==> config.mk <==
export PLATFORM = sky130hd
export DESIGN_NAME = xs3_bcd_word_converter
export DESIGN_NICKNAME = d
export VERILOG_FILES = /design/src/rtl/xs3_bcd_word_converter.sv
export SDC_FILE = /design/constraint.sdc
export NUM_CORES = 1
export LEC_CHECK = 0
export CORE_ASPECT_RATIO = 0.5
export CORE_UTILIZATION = 55
export DETAILED_ROUTE_END_ITERATION = 10
export DONT_BUFFER_PORTS = 1
export PLACE_DENSITY = 0.7
export SETUP_SLACK_MARGIN = 0.4
export SYNTH_ARGS = -nofsm -noshare
export SYNTH_HDL_FRONTEND = slang
export SYNTH_SLANG_ARGS = --single-unit
export TNS_END_PERCENT = 1
==> constraint.sdc <==
create_clock -name clk -period 3.25 [get_ports clk]
set_clock_uncertainty 0.2 [all_clocks]
set_input_delay 0.325 -clock clk [delete_from_list [all_inputs] [get_ports clk]]
set_output_delay 0.325 -clock clk [all_outputs]
set_load 0.01 [all_outputs]
==> src/rtl/xs3_bcd_word_converter.sv <==
// xs3_bcd_word_converter
//   Converts a DIGITS-wide word between Excess-3 and BCD, one nibble per
//   clock. A word is captured in a single cycle and converted in place by a
//   counter-driven FSM. The converted word and a sticky error flag are then
//   held until downstream accepts them.
//
//   Ports:
//     clk, rst            clock, asynchronous active-high reset
//     in_valid/in_ready   input handshake; in_ready is high only in IDLE
//     in_data, in_mode    source word (digit 0 = [3:0]); 0: XS3->BCD, 1: BCD->XS3
//     out_valid/out_ready output handshake; out_valid is high only in DONE
//     out_data, out_err   converted word; at least one source digit was invalid
//     err_pos             (XS3_BCD_ERR_POS_EN only) index of the lowest invalid digit
//
//   Optional feature macro: XS3_BCD_ERR_POS_EN adds the err_pos output.

module xs3_bcd_digit (
  input  logic       mode,
  input  logic [3:0] d,
  output logic [3:0] q,
  output logic       bad
);
  // Conversion wraps modulo 16 even for invalid codes.
  always_comb begin
    if (mode) begin
      q   = d + 4'd3;
      bad = (d > 4'd9);
    end else begin
      q   = d - 4'd3;
      bad = (d < 4'd3) || (d > 4'd12);
    end
  end
endmodule

module xs3_bcd_word_converter #(
  parameter int DIGITS = 4,
  parameter int CNT_W  = $clog2(DIGITS) + 1
) (
  input  logic                clk,
  input  logic                rst,
  input  logic                in_valid,
  output logic                in_ready,
  input  logic [4*DIGITS-1:0] in_data,
  input  logic                in_mode,
  output logic                out_valid,
  input  logic                out_ready,
  output logic [4*DIGITS-1:0] out_data,
  output logic                out_err
`ifdef XS3_BCD_ERR_POS_EN
  ,
  output logic [CNT_W-1:0]    err_pos
`endif
);

  typedef enum logic [1:0] {IDLE, CONV, DONE} state_t;

  state_t              state_q, state_d;
  logic [CNT_W-1:0]    cnt_q;
  logic [4*DIGITS-1:0] word_q;
  logic                mode_q;
  logic                err_q;

  logic [3:0]          d_cur, d_new;
  logic                d_bad;
  logic [4*DIGITS-1:0] word_conv;
  logic                last;

  assign last = (cnt_q == CNT_W'(DIGITS - 1));

  // Pick the current digit and splice its converted value back in place.
  always_comb begin
    d_cur     = '0;
    word_conv = word_q;
    for (int i = 0; i < DIGITS; i++) begin
      if (cnt_q == CNT_W'(i)) begin
        d_cur             = word_q[i*4 +: 4];
        word_conv[i*4 +: 4] = d_new;
      end
    end
  end

  xs3_bcd_digit u_digit (
    .mode (mode_q),
    .d    (d_cur),
    .q    (d_new),
    .bad  (d_bad)
  );

  always_ff @(posedge clk or posedge rst) begin
    if (rst) state_q <= IDLE;
    else     state_q <= state_d;
  end

  always_comb begin
    state_d   = state_q;
    in_ready  = 1'b0;
    out_valid = 1'b0;
    case (state_q)
      IDLE: begin
        in_ready = 1'b1;
        if (in_valid) state_d = CONV;
      end
      CONV: if (last) state_d = DONE;
      DONE: begin
        out_valid = 1'b1;
        if (out_ready) state_d = IDLE;
      end
      default: state_d = IDLE;
    endcase
  end

  // out_data/out_err are separate from the working word so they only change
  // when a finished word is published, and hold after it is taken.
  always_ff @(posedge clk or posedge rst) begin
    if (rst) begin
      cnt_q    <= '0;
      word_q   <= '0;
      mode_q   <= 1'b0;
      err_q    <= 1'b0;
      out_data <= '0;
      out_err  <= 1'b0;
    end else begin
      case (state_q)
        IDLE: if (in_valid) begin
          word_q <= in_data;
          mode_q <= in_mode;
          cnt_q  <= '0;
          err_q  <= 1'b0;
        end
        CONV: begin
          word_q <= word_conv;
          cnt_q  <= cnt_q + 1'b1;
          err_q  <= err_q | d_bad;
          if (last) begin
            out_data <= word_conv;
            out_err  <= err_q | d_bad;
          end
        end
        default: ;
      endcase
    end
  end

`ifdef XS3_BCD_ERR_POS_EN
  // Digits are visited lowest first, so the first error seen is the lowest.
  logic [CNT_W-1:0] pos_q;
  logic             first_bad;

  assign first_bad = d_bad && !err_q;

  always_ff @(posedge clk or posedge rst) begin
    if (rst) begin
      pos_q   <= '0;
      err_pos <= '0;
    end else begin
      case (state_q)
        IDLE: if (in_valid) pos_q <= '0;
        CONV: begin
          if (first_bad) pos_q <= cnt_q;
          if (last) err_pos <= first_bad ? cnt_q : pos_q;
        end
        default: ;
      endcase
    end
  end
`endif

endmodule

==> impl_metrics.json, run 1 <==
{
  "status": "finished, final reports clean",
  "htreeDepth": 2,
  "wire_per_inst_um": 19.8,
  "vdd_drop_max_v": 0.000810,
  "syn-num-nets": 250,
  "critical_path_class": "reg -> reg",
  "fillerInstances": 267,
  "ant_nets": 0,
  "cts_tree": "done",
  "portBuffers": 0,
  "yosysUniqueCellTypes": 34,
  "rr_endpoint": "out_data[6]$_DFFE_PP0P_",
  "totalWireLength_mm": 5.77,
  "hold_depth": 2,
  "period_minus_slack_ns": 2.81,
  "slowest_stage": "dfrtp_1",
  "arrival_ns": 2.82,
  "layout-drive-gt1-share": 0.145,
  "layout_common_cells": "dfrtp_1, nand2_1, a21oi_1",
  "max_freq_mhz": 355,
  "root_buffer": "clkbuf_8",
  "dr.pass1.iters": 5,
  "seqCellArea_um2": 1000,
  "cp-start-kind": "register",
  "end_kind": "register",
  "maxSlewViolCount": 0,
  "grtUsageTotal": 0.296,
  "hold_start": "in_data[10]",
  "r2r-start": "cnt_q[1]$_DFFE_PP0P_",
  "drcViolationCount": 0,
  "cpMostUsedCell": "buf_4",
  "crit_fanout": 7,
  "hold_class": "in -> reg",
  "multi_input_area_um2": 1080,
  "final_common_cell": "dfrtp_1",
  "fp.coreArea_um2": 3550,
  "rsz0062_at_grt": "no",
  "slew_headroom": 0.598,
  "antenna_found_initial": 0,
  "clkSlewWorstSetupHoldPaths_ns": 0.08,
  "yosysSeqAreaShare": 0.474,
  "hold_violations": 0,
  "cap_violations": 0,
  "drtIter0Drc": 180,
  "min_to": "word_q[10]$_DFFE_PP0P_",
  "syn2layout_area_growth_pct": 17.4,
  "initial_core_util": 0.595,
  "crit_required_ns": 3.26,
  "crit_chain": "inv_1 > ha_2 > nor2b_4 > a221o_1 > a32oi_4 > buf_4 > or2_4 > o21ai_1 > xor2_2 > buf_4 > o21ai_0",
  "yosysWarnings": 0,
  "max_stage_delay_ns": 0.42,
  "avgSynthCellArea_um2": 9.47,
  "io_pins": 40,
  "grt_pass1_vias": 1543,
  "synth_seq_cells": 40,
  "post_dp_cell_area_um2": 2190,
  "grt_overflow_total": 0,
  "synthesis.area_um2": 2110,
  "place_congestion": 0.920,
  "timing.critical_path.buf_inv": 3,
  "clock_latency_ns": 0.29,
  "die_area_um2": 4110,
  "clk_path_buf_depth": 2,
  "totalPowerFinal_mw": 3.56,
  "numClockSinks": 40,
  "power.leakage_nw": 1.10,
  "viasPerCell": 6.31,
  "synth_cells": 223,
  "grt_pass1_wl_mm": 8.36,
  "diodes": 0,
  "dr_total_vias": 1842,
  "grt_max_degree": 41,
  "dpl.hpwl_mm": 3.99,
  "worstMarginPinSlew_ns": 0.602,
  "synth_edf_count": 0,
  "r2r_cells": 11,
  "finalNetCount": 268,
  "cts_made_buffers": 5,
  "r2r_slack_ns": 0.44,
  "period_share": 0.866,
  "cp_top_family": "compound AO/OA/AOI/OAI gates",
  "ys.flop_type": "dfrtp_1",
  "num_rows": 15,
  "finalSetupTns_ns": 0,
  "die_w_um": 89.6,
  "setup_viol": 0,
  "async_flop_share": 1.00,
  "die_y_um": 45.8,
  "p_per_area_nw_per_um2": 1440,
  "fin_area_um2": 2480
}
[cell usage after synthesis (2+ instances only)]
| cell type | n | area share |
|---|---|---|
| a221o_1 | 6 | 0.028 |
| a21oi_1 | 24 | 0.057 |
| nand2_1 | 30 | 0.053 |
| ha_1 | 6 | 0.036 |
| clkbuf_1 | 10 | 0.018 |
| and3_1 | 6 | 0.018 |
| nor2_1 | 16 | 0.028 |
| o22ai_1 | 11 | 0.033 |
| dfrtp_1 | 40 | 0.47 |
| o21ai_0 | 17 | 0.040 |
| nand3_1 | 10 | 0.024 |
| a32o_1 | 3 | 0.014 |
| and2_1 | 3 | 0.0089 |
| nor2b_1 | 5 | 0.015 |
| a31oi_1 | 3 | 0.0089 |
| nand2b_1 | 6 | 0.018 |
| inv_1 | 6 | 0.011 |
| a22oi_1 | 2 | 0.0071 |
| mux2i_1 | 4 | 0.019 |
[layer usage]
| layer | part of all wire | track usage | up-vias |
|---|---|---|---|
| li1 | - | - | 846 |
| met1 | 0.47 | 0.435 | 900 |
| met2 | 0.42 | 0.392 | 89 |
| met3 | 0.10 | 0.130 | 7 |
| met4 | 0.0061 | 0.0698 | 0 |
| met5 | 0 | 0 | - |
[flip-flops by register name, summed over array words and instances (netlist names)]
| signal | flops |
|---|---|
| mode_q | 1 |
| err_q | 1 |
| cnt_q | 3 |
| out_data | 16 |
| word_q | 16 |
| out_err | 1 |
| state_q | 2 |
[report_power, final]
part           switching (mW)  total (mW)  internal (mW)
clock                   0.176       0.479          0.302
sequential              0.254       0.992          0.738
combinational            1.21        2.09          0.885
[logic make-up after synthesis]
kind of cell	count (synthesis)	synth area share
buf+inv	16	0.0284
xor+xnor	3	0.0249
compound gates	76	0.246
flops	40	0.474
mux	4	0.0190
simple gates	78	0.172
fa+ha+maj	6	0.0355
[how the worst max path moves through the flow]
| stage | slack [ns] | from | depth (start not counted) | end |
|---|---|---|---|---|
| 3_3_place_gp | 0.45 | cnt_q[1]$_DFFE_PP0P_ | 11 | out_data[5]$_DFFE_PP0P_ |
| 6_report | 0.44 | cnt_q[1]$_DFFE_PP0P_ | 11 | out_data[6]$_DFFE_PP0P_ |
| 4_1_cts | 0.41 | cnt_q[0]$_DFFE_PP0P_ | 11 | out_data[5]$_DFFE_PP0P_ |
| 2_1_floorplan | 0.55 | cnt_q[0]$_DFFE_PP0P_ | 10 | out_data[1]$_DFFE_PP0P_ |
| 5_1_grt | 0.33 | cnt_q[1]$_DFFE_PP0P_ | 11 | out_data[2]$_DFFE_PP0P_ |
| 3_5_place_dp | 0.36 | cnt_q[1]$_DFFE_PP0P_ | 11 | out_data[5]$_DFFE_PP0P_ |
[timing repair]
action / CTS / global route
endpoints found under the hold margin: 45 / 0
endpoints found under the setup margin: 9 / 23
resized for setup: 1 / 5
pin swaps: 1 / 3
hold buffers: 6 / 0
buffers inserted: 3 / 5
[cell type report]
type | instances | area share
repair buffers | 21 | 0.0747
clock buffers | 5 | 0.0278
clock inverters | 2 | 0.0242
multi-input cells | 167 | 0.435
flip-flops and latches | 40 | 0.404
inverters | 6 | 0.00909
well taps | 51 | 0.0257
[stage by stage]
step	hold WS [ns]	worst slack, ns	util	instances
floorplan	0.230	0.553	-	223
global placement	0.167	0.448	0.618	271
detailed placement	0.171	0.360	0.618	271
CTS	0.000107	0.414	0.678	287
global route	0.00682	0.326	0.699	292
finish	0.00708	0.435	0.699	292
No activity file was read; power rests on OpenSTA's default activity.
==> run 2: changes to the inputs <==
- ABC_AREA: default -> 1
- CORE_UTILIZATION: 55 -> 62
- MAX_ROUTING_LAYER: default -> met4
- PLACE_DENSITY: 0.7 -> 0.78
==> run 2 against run 1 <==
- the run now ends with negative hold slack left
- synthesized area rose by 3.2%
- flip-flop and latch count unchanged
- clock-buffer cell count increased by 1
- die area down 8.2%
- sequential share of layout area rose by 2.1 points
- largest cell class unchanged
==> impl_metrics.json, run 2 <==
{
  "status": "finished with violations",
  "violations": "negative hold slack",
  "yosysWarnings": 0,
  "ys.flop_type": "dfrtp_1",
  "synthesis.area_um2": 2180,
  "layout-drive-gt1-share": 0.0662,
  "syn2layout_area_growth_pct": 7.98,
  "totalWireLength_mm": 5.42,
  "fp.coreArea_um2": 3170,
  "die_y_um": 43.9,
  "post_dp_cell_area_um2": 2250,
  "rr_endpoint": "word_q[15]$_DFFE_PP0P_",
  "synth_commonest_cells": "nand2_1, dfrtp_1, inv_1, nor2_1, nand3_1",
  "numClockSinks": 40,
  "yosysSeqAreaShare": 0.459,
  "finalNetCount": 329,
  "maxSlewViolCount": 0,
  "arrival_ns": 2.56,
  "finalSetupTns_ns": 0,
  "clk_path_buf_depth": 2,
  "rsz0062_at_grt": "no",
  "final_common_cell": "nand2_1",
  "post-place-ws_ns": 0.751,
  "diodes": 0,
  "setup_viol": 0,
  "root_buffer": "clkbuf_8",
  "grt_max_degree": 22,
  "fillerInstances": 278,
  "drcViolationCount": 0,
  "htreeDepth": 2,
  "cts_made_buffers": 5,
  "clkSlewWorstSetupHoldPaths_ns": 0.07,
  "viasPerCell": 5.64,
  "dpl.hpwl_mm": 4.04,
  "portBuffers": 0,
  "synth_edf_count": 0,
  "fin_area_um2": 2350,
  "r2r-start": "cnt_q[1]$_DFFE_PP0P_",
  "end_kind": "register",
  "synthTopCellsByArea": "dfrtp_1, nand2_1, nand3_1",
  "power.leakage_nw": 1.21,
  "grt_pass1_vias": 1846,
  "dr_total_vias": 1975,
  "critical_path_class": "reg -> reg",
  "grtUsageTotal": 0.332,
  "p_per_area_nw_per_um2": 1260,
  "antenna_found_initial": 0,
  "period_minus_slack_ns": 2.58,
  "slew_headroom": 0.459,
  "wire_per_inst_um": 15.5,
  "r2r_slack_ns": 0.67,
  "vdd_drop_max_v": 0.000593,
  "hold_ws_ns": -0.000371,
  "min_to": "word_q[0]$_DFFE_PP0P_",
  "dr.pass1.iters": 5,
  "r2r_cells": 13,
  "place_congestion": 0.986,
  "post_cts_buffers": 0,
  "hold_class": "in -> reg",
  "synth_cells": 295,
  "hold_depth": 2,
  "cp-start-kind": "register",
  "cap_violations": 0,
  "crit_start": "cnt_q[1]$_DFFE_PP0P_",
  "io_pins": 40,
  "hold_start": "in_data[0]",
  "syn-num-nets": 322,
  "yosysUniqueCellTypes": 27,
  "yosys.area.top_type": "dfrtp_1",
  "max_freq_mhz": 388,
  "die_area_um2": 3770,
  "cts_tree": "done",
  "initial_core_util": 0.687,
  "die_w_um": 85.9,
  "num_rows": 14,
  "avgSynthCellArea_um2": 7.39,
  "crit_fanout": 10,
  "hold_violations": 1,
  "ant_nets": 0,
  "top_regs": "out_data (16), word_q (16), cnt_q (3)",
  "yosysMostFrequentCell": "nand2_1",
  "clock_latency_ns": 0.30,
  "crit_required_ns": 3.23,
  "fin_ws_ns": 0.673,
  "grt_overflow_total": 0,
  "grt_pass1_wl_mm": 8.76,
  "synth.top_cell.area_share": 0.459,
  "drtIter0Drc": 143,
  "worstMarginPinSlew_ns": 0.811,
  "async_flop_share": 1.00,
  "period_share": 0.793,
  "synth_seq_cells": 40,
  "layout_common_cells": "nand2_1, dfrtp_1, inv_1"
}
-- run 2: area by class of cell --
class | count | area (um^2) | share of cell area
well taps | 48 | 60.1 | 0.0255
inverters | 30 | 113 | 0.0478
repair buffers | 10 | 82.6 | 0.0351
clock inverters | 1 | 5.00 | 0.00213
clock buffers | 6 | 72.6 | 0.0308
multi-input cells | 215 | 1020 | 0.433
flip-flops and latches | 40 | 1000 | 0.425
-- run 2: metrics by stage --
step / cells / hold slack [ns] / power (mW) / util
2_1_floorplan: 295 / 0.211 / 2.20 / -
6_report: 350 / -0.000371 / 2.96 / 0.742
3_3_place_gp: 340 / 0.182 / 2.57 / 0.708
4_1_cts: 350 / 0.000548 / 2.94 / 0.742
3_5_place_dp: 340 / 0.210 / 2.62 / 0.708
5_1_grt: 350 / 0.0269 / 3.23 / 0.742
-- run 2: cell families (layout without fill, tap and decap cells) --
family	count (synthesis)	count (layout)	share of synthesized area
compound gates	54	54	0.139
fa+ha+maj	6	6	0.0344
buf+inv	40	47	0.0729
flops	40	40	0.459
simple gates	155	155	0.294
-- run 2: worst max-delay path by stage --
stage	end	slack (ns)
3_5_place_dp	word_q[1]$_DFFE_PP0P_	0.75
4_1_cts	word_q[1]$_DFFE_PP0P_	0.72
5_1_grt	word_q[1]$_DFFE_PP0P_	0.43
3_3_place_gp	word_q[15]$_DFFE_PP0P_	0.74
2_1_floorplan	word_q[1]$_DFFE_PP0P_	1.10
6_report	word_q[15]$_DFFE_PP0P_	0.67
-- run 2: power breakdown --
part	internal (mW)	switching [mW]	leakage [nW]
Combinational	0.551	1.11	0.682
Sequential	0.753	0.232	0.484
Clock	0.146	0.166	0.0410
Total	1.45	1.51	1.21
-- run 2: critical path: stages (launching register included) --
cell	delay, ns
dfrtp_1	0.40
inv_1	0.10
ha_1	0.26
inv_1	0.12
nor2_4	0.22
nand2_1	0.13
nand3_1	0.10
nand2_1	0.06
nand2_1	0.13
inv_1	0.08
nand3_1	0.13
nand3_1	0.16
a21oi_1	0.29
o21ai_1	0.09
-- run 2: layer usage --
| metal | part of all wire | up-vias | track usage |
|---|---|---|---|
| met5 | 0 | - | - |
| met4 | 0.0085 | 0 | 0.0800 |
| met3 | 0.12 | 10 | 0.118 |
| met2 | 0.40 | 112 | 0.470 |
| met1 | 0.47 | 889 | 0.457 |
| li1 | - | 964 | - |
-- run 2: repair_timing --
item,CTS,global route
gates resized for setup,0,0
hold buffers,3,0
hold endpoints to repair,22,0
endpoints found under the setup margin,0,0
==> run 3: changes to the inputs <==
- clock period: 3.25 -> 2.5 ns (I/O delays scaled with it)
==> run 3 against run 2 <==
- the flow still finishes with violations (negative hold slack)
- clock-buffer cell count did not move
- setup slack got worse by 0.63 ns
- critical endpoint is now word_q[5]$_DFFE_PP0P_
- core utilization rose by 15 points
- non-clock buffer count rose by 25
- flip-flop and latch count did not move
- design area rose by 21%
- sequential share of layout area fell by 7.2 points
- worst hold slack got worse by 0.0024 ns
- die area did not move
- maximum frequency rose by 4.7%
- routed wire length rose by 34%
- critical path type unchanged
- global-route usage rose by 5.8 points
==> impl_metrics.json, run 3 (same netlist as run 2, synthesis figures left out) <==
{
  "finalNetCount": 354,
  "arrival_ns": 2.45,
  "worstMarginPinSlew_ns": 0.527,
  "hold_violations": 1,
  "io_pins": 40,
  "wire_per_inst_um": 19.3,
  "portBuffers": 0,
  "clock_latency_ns": 0.31,
  "numClockSinks": 40,
  "hold_ws_ns": -0.00273,
  "crit_fanout": 4,
  "htreeDepth": 2,
  "hold_start": "in_data[8]",
  "grt_pass1_vias": 2108,
  "period_minus_slack_ns": 2.46,
  "drcViolationCount": 0,
  "end_kind": "register",
  "layout_common_cells": "nand2_1, dfrtp_1, nor2_1",
  "fin_ws_ns": 0.0391,
  "setup_viol": 0,
  "final_common_cell": "nand2_1",
  "ant_nets": 0,
  "period_share": 0.984,
  "violations": "negative hold slack",
  "totalWireLength_mm": 7.24,
  "globalRouteMet3Util": 0.0933,
  "r2r-start": "cnt_q[0]$_DFFE_PP0P_",
  "post-place-ws_ns": -0.0183,
  "crit_start": "cnt_q[0]$_DFFE_PP0P_",
  "status": "finished with violations",
  "finalSetupTns_ns": 0,
  "grt_pass1_wl_mm": 10.4,
  "seqCellArea_um2": 1000,
  "hold_class": "in -> reg",
  "root_buffer": "clkbuf_8",
  "dpl.hpwl_mm": 4.25,
  "top_regs": "out_data (16), word_q (16), cnt_q (3)",
  "crit_required_ns": 2.49,
  "fp.coreArea_um2": 3170,
  "layout-drive-gt1-share": 0.241,
  "fillerInstances": 160,
  "viasPerCell": 6.22,
  "gr-max-usage-layer": "met2",
  "dr.pass1.iters": 5,
  "clkSlewWorstSetupHoldPaths_ns": 0.08,
  "use_met1": 0.497,
  "dr_total_vias": 2339,
  "max_freq_mhz": 406,
  "grt.met2_usage": 0.606,
  "die_area_um2": 3770,
  "cap_violations": 0,
  "maxSlewViolCount": 0,
  "die_w_um": 85.9,
  "cts_made_buffers": 5,
  "drtIter0Drc": 240,
  "place_congestion": 0.952,
  "syn2layout_area_growth_pct": 30.1,
  "cts_tree": "done",
  "multi_input_area_um2": 1240,
  "critical_path_class": "reg -> reg",
  "diodes": 0,
  "die_y_um": 43.9,
  "slew_headroom": 0.648,
  "clk_path_buf_depth": 2,
  "grt_max_degree": 41,
  "antenna_found_initial": 0,
  "initial_core_util": 0.687,
  "rsz0062_at_grt": "yes",
  "cp-start-kind": "register",
  "grtUsageTotal": 0.389,
  "grt_overflow_total": 0,
  "num_rows": 14
}
[run 3: changes by cell type in the layout (fill, tap and decap cells not counted), moves of 4 or more]
cell	before	now
a21oi_1	9	5
a21oi_2	0	4
buf_4	7	18
dlygate4sd3_1	3	14
ha_1	6	0
ha_4	0	4
inv_1	29	24
inv_2	1	6
nand2_1	95	78
nand2_2	2	11
nand2_4	0	8
nand3_1	25	16
nand3_2	1	9
[run 3: through the flow]
step | utilization | area [um^2] | instances
2_1_floorplan | - | 2190 | 295
3_3_place_gp | 0.726 | 2300 | 344
3_5_place_dp | 0.726 | 2300 | 344
4_1_cts | 0.854 | 2710 | 370
5_1_grt | 0.895 | 2840 | 376
6_report | 0.895 | 2840 | 376
[run 3: routing by layer]
layer | vias to the layer above | wire, um
li1 | 1010 | -
met1 | 1096 | 2820
met2 | 195 | 3260
met3 | 38 | 888
met4 | 0 | 280
met5 | - | 0
[run 3: area by class of cell]
cell class              count  area share
inverters                  30      0.0397
flip-flops and latches     40       0.353
clock inverters             2      0.0124
well taps                  48      0.0212
repair buffers             35       0.112
multi-input cells         215       0.436
clock buffers               6      0.0256
[run 3: worst paths after layout]
| path | endpoint | slack, ns | depth (start not counted) |
|---|---|---|---|
| max | word_q[5]$_DFFE_PP0P_ | 0.04 | 16 |
| min | word_q[8]$_DFFE_PP0P_ | -0.003 | 2 |
| max reg2reg | word_q[5]$_DFFE_PP0P_ | 0.04 | 16 |
| min reg2reg | word_q[6]$_DFFE_PP0P_ | 0.32 | 2 |
| max in group asynchronous | cnt_q[2]$_DFFE_PP0P_ | 1.41 | 3 |
| min in group asynchronous | out_data[12]$_DFFE_PP0P_ | 0.31 | 3 |
[run 3: worst max-delay path, stage by stage (launching register included)]
cell and delay, ns:
dfrtp_1 0.43, inv_2 0.16, ha_4 0.15, inv_2 0.05, nor2_4 0.10, buf_6 0.11
nand2_1 0.05, nand2_1 0.10, nand2_2 0.08, nand2_4 0.08, nand2_4 0.07, ha_4 0.28
nand2_4 0.05, nand2_4 0.12, a21oi_2 0.08, nor2_1 0.15, o21ai_1 0.08
[run 3: what timing repair did]
item / 4_1_cts / 5_1_grt
pin swaps: 10 / 9
hold endpoints to repair: 51 / 0
setup buffers: 4 / 6
hold buffers: 14 / 0
resized for setup: 33 / 22
endpoints found under the setup margin: 26 / 31
Power of run 3 is not shown: default switching activity piles up to over one toggle a cycle in this logic, so the estimate is an artifact.
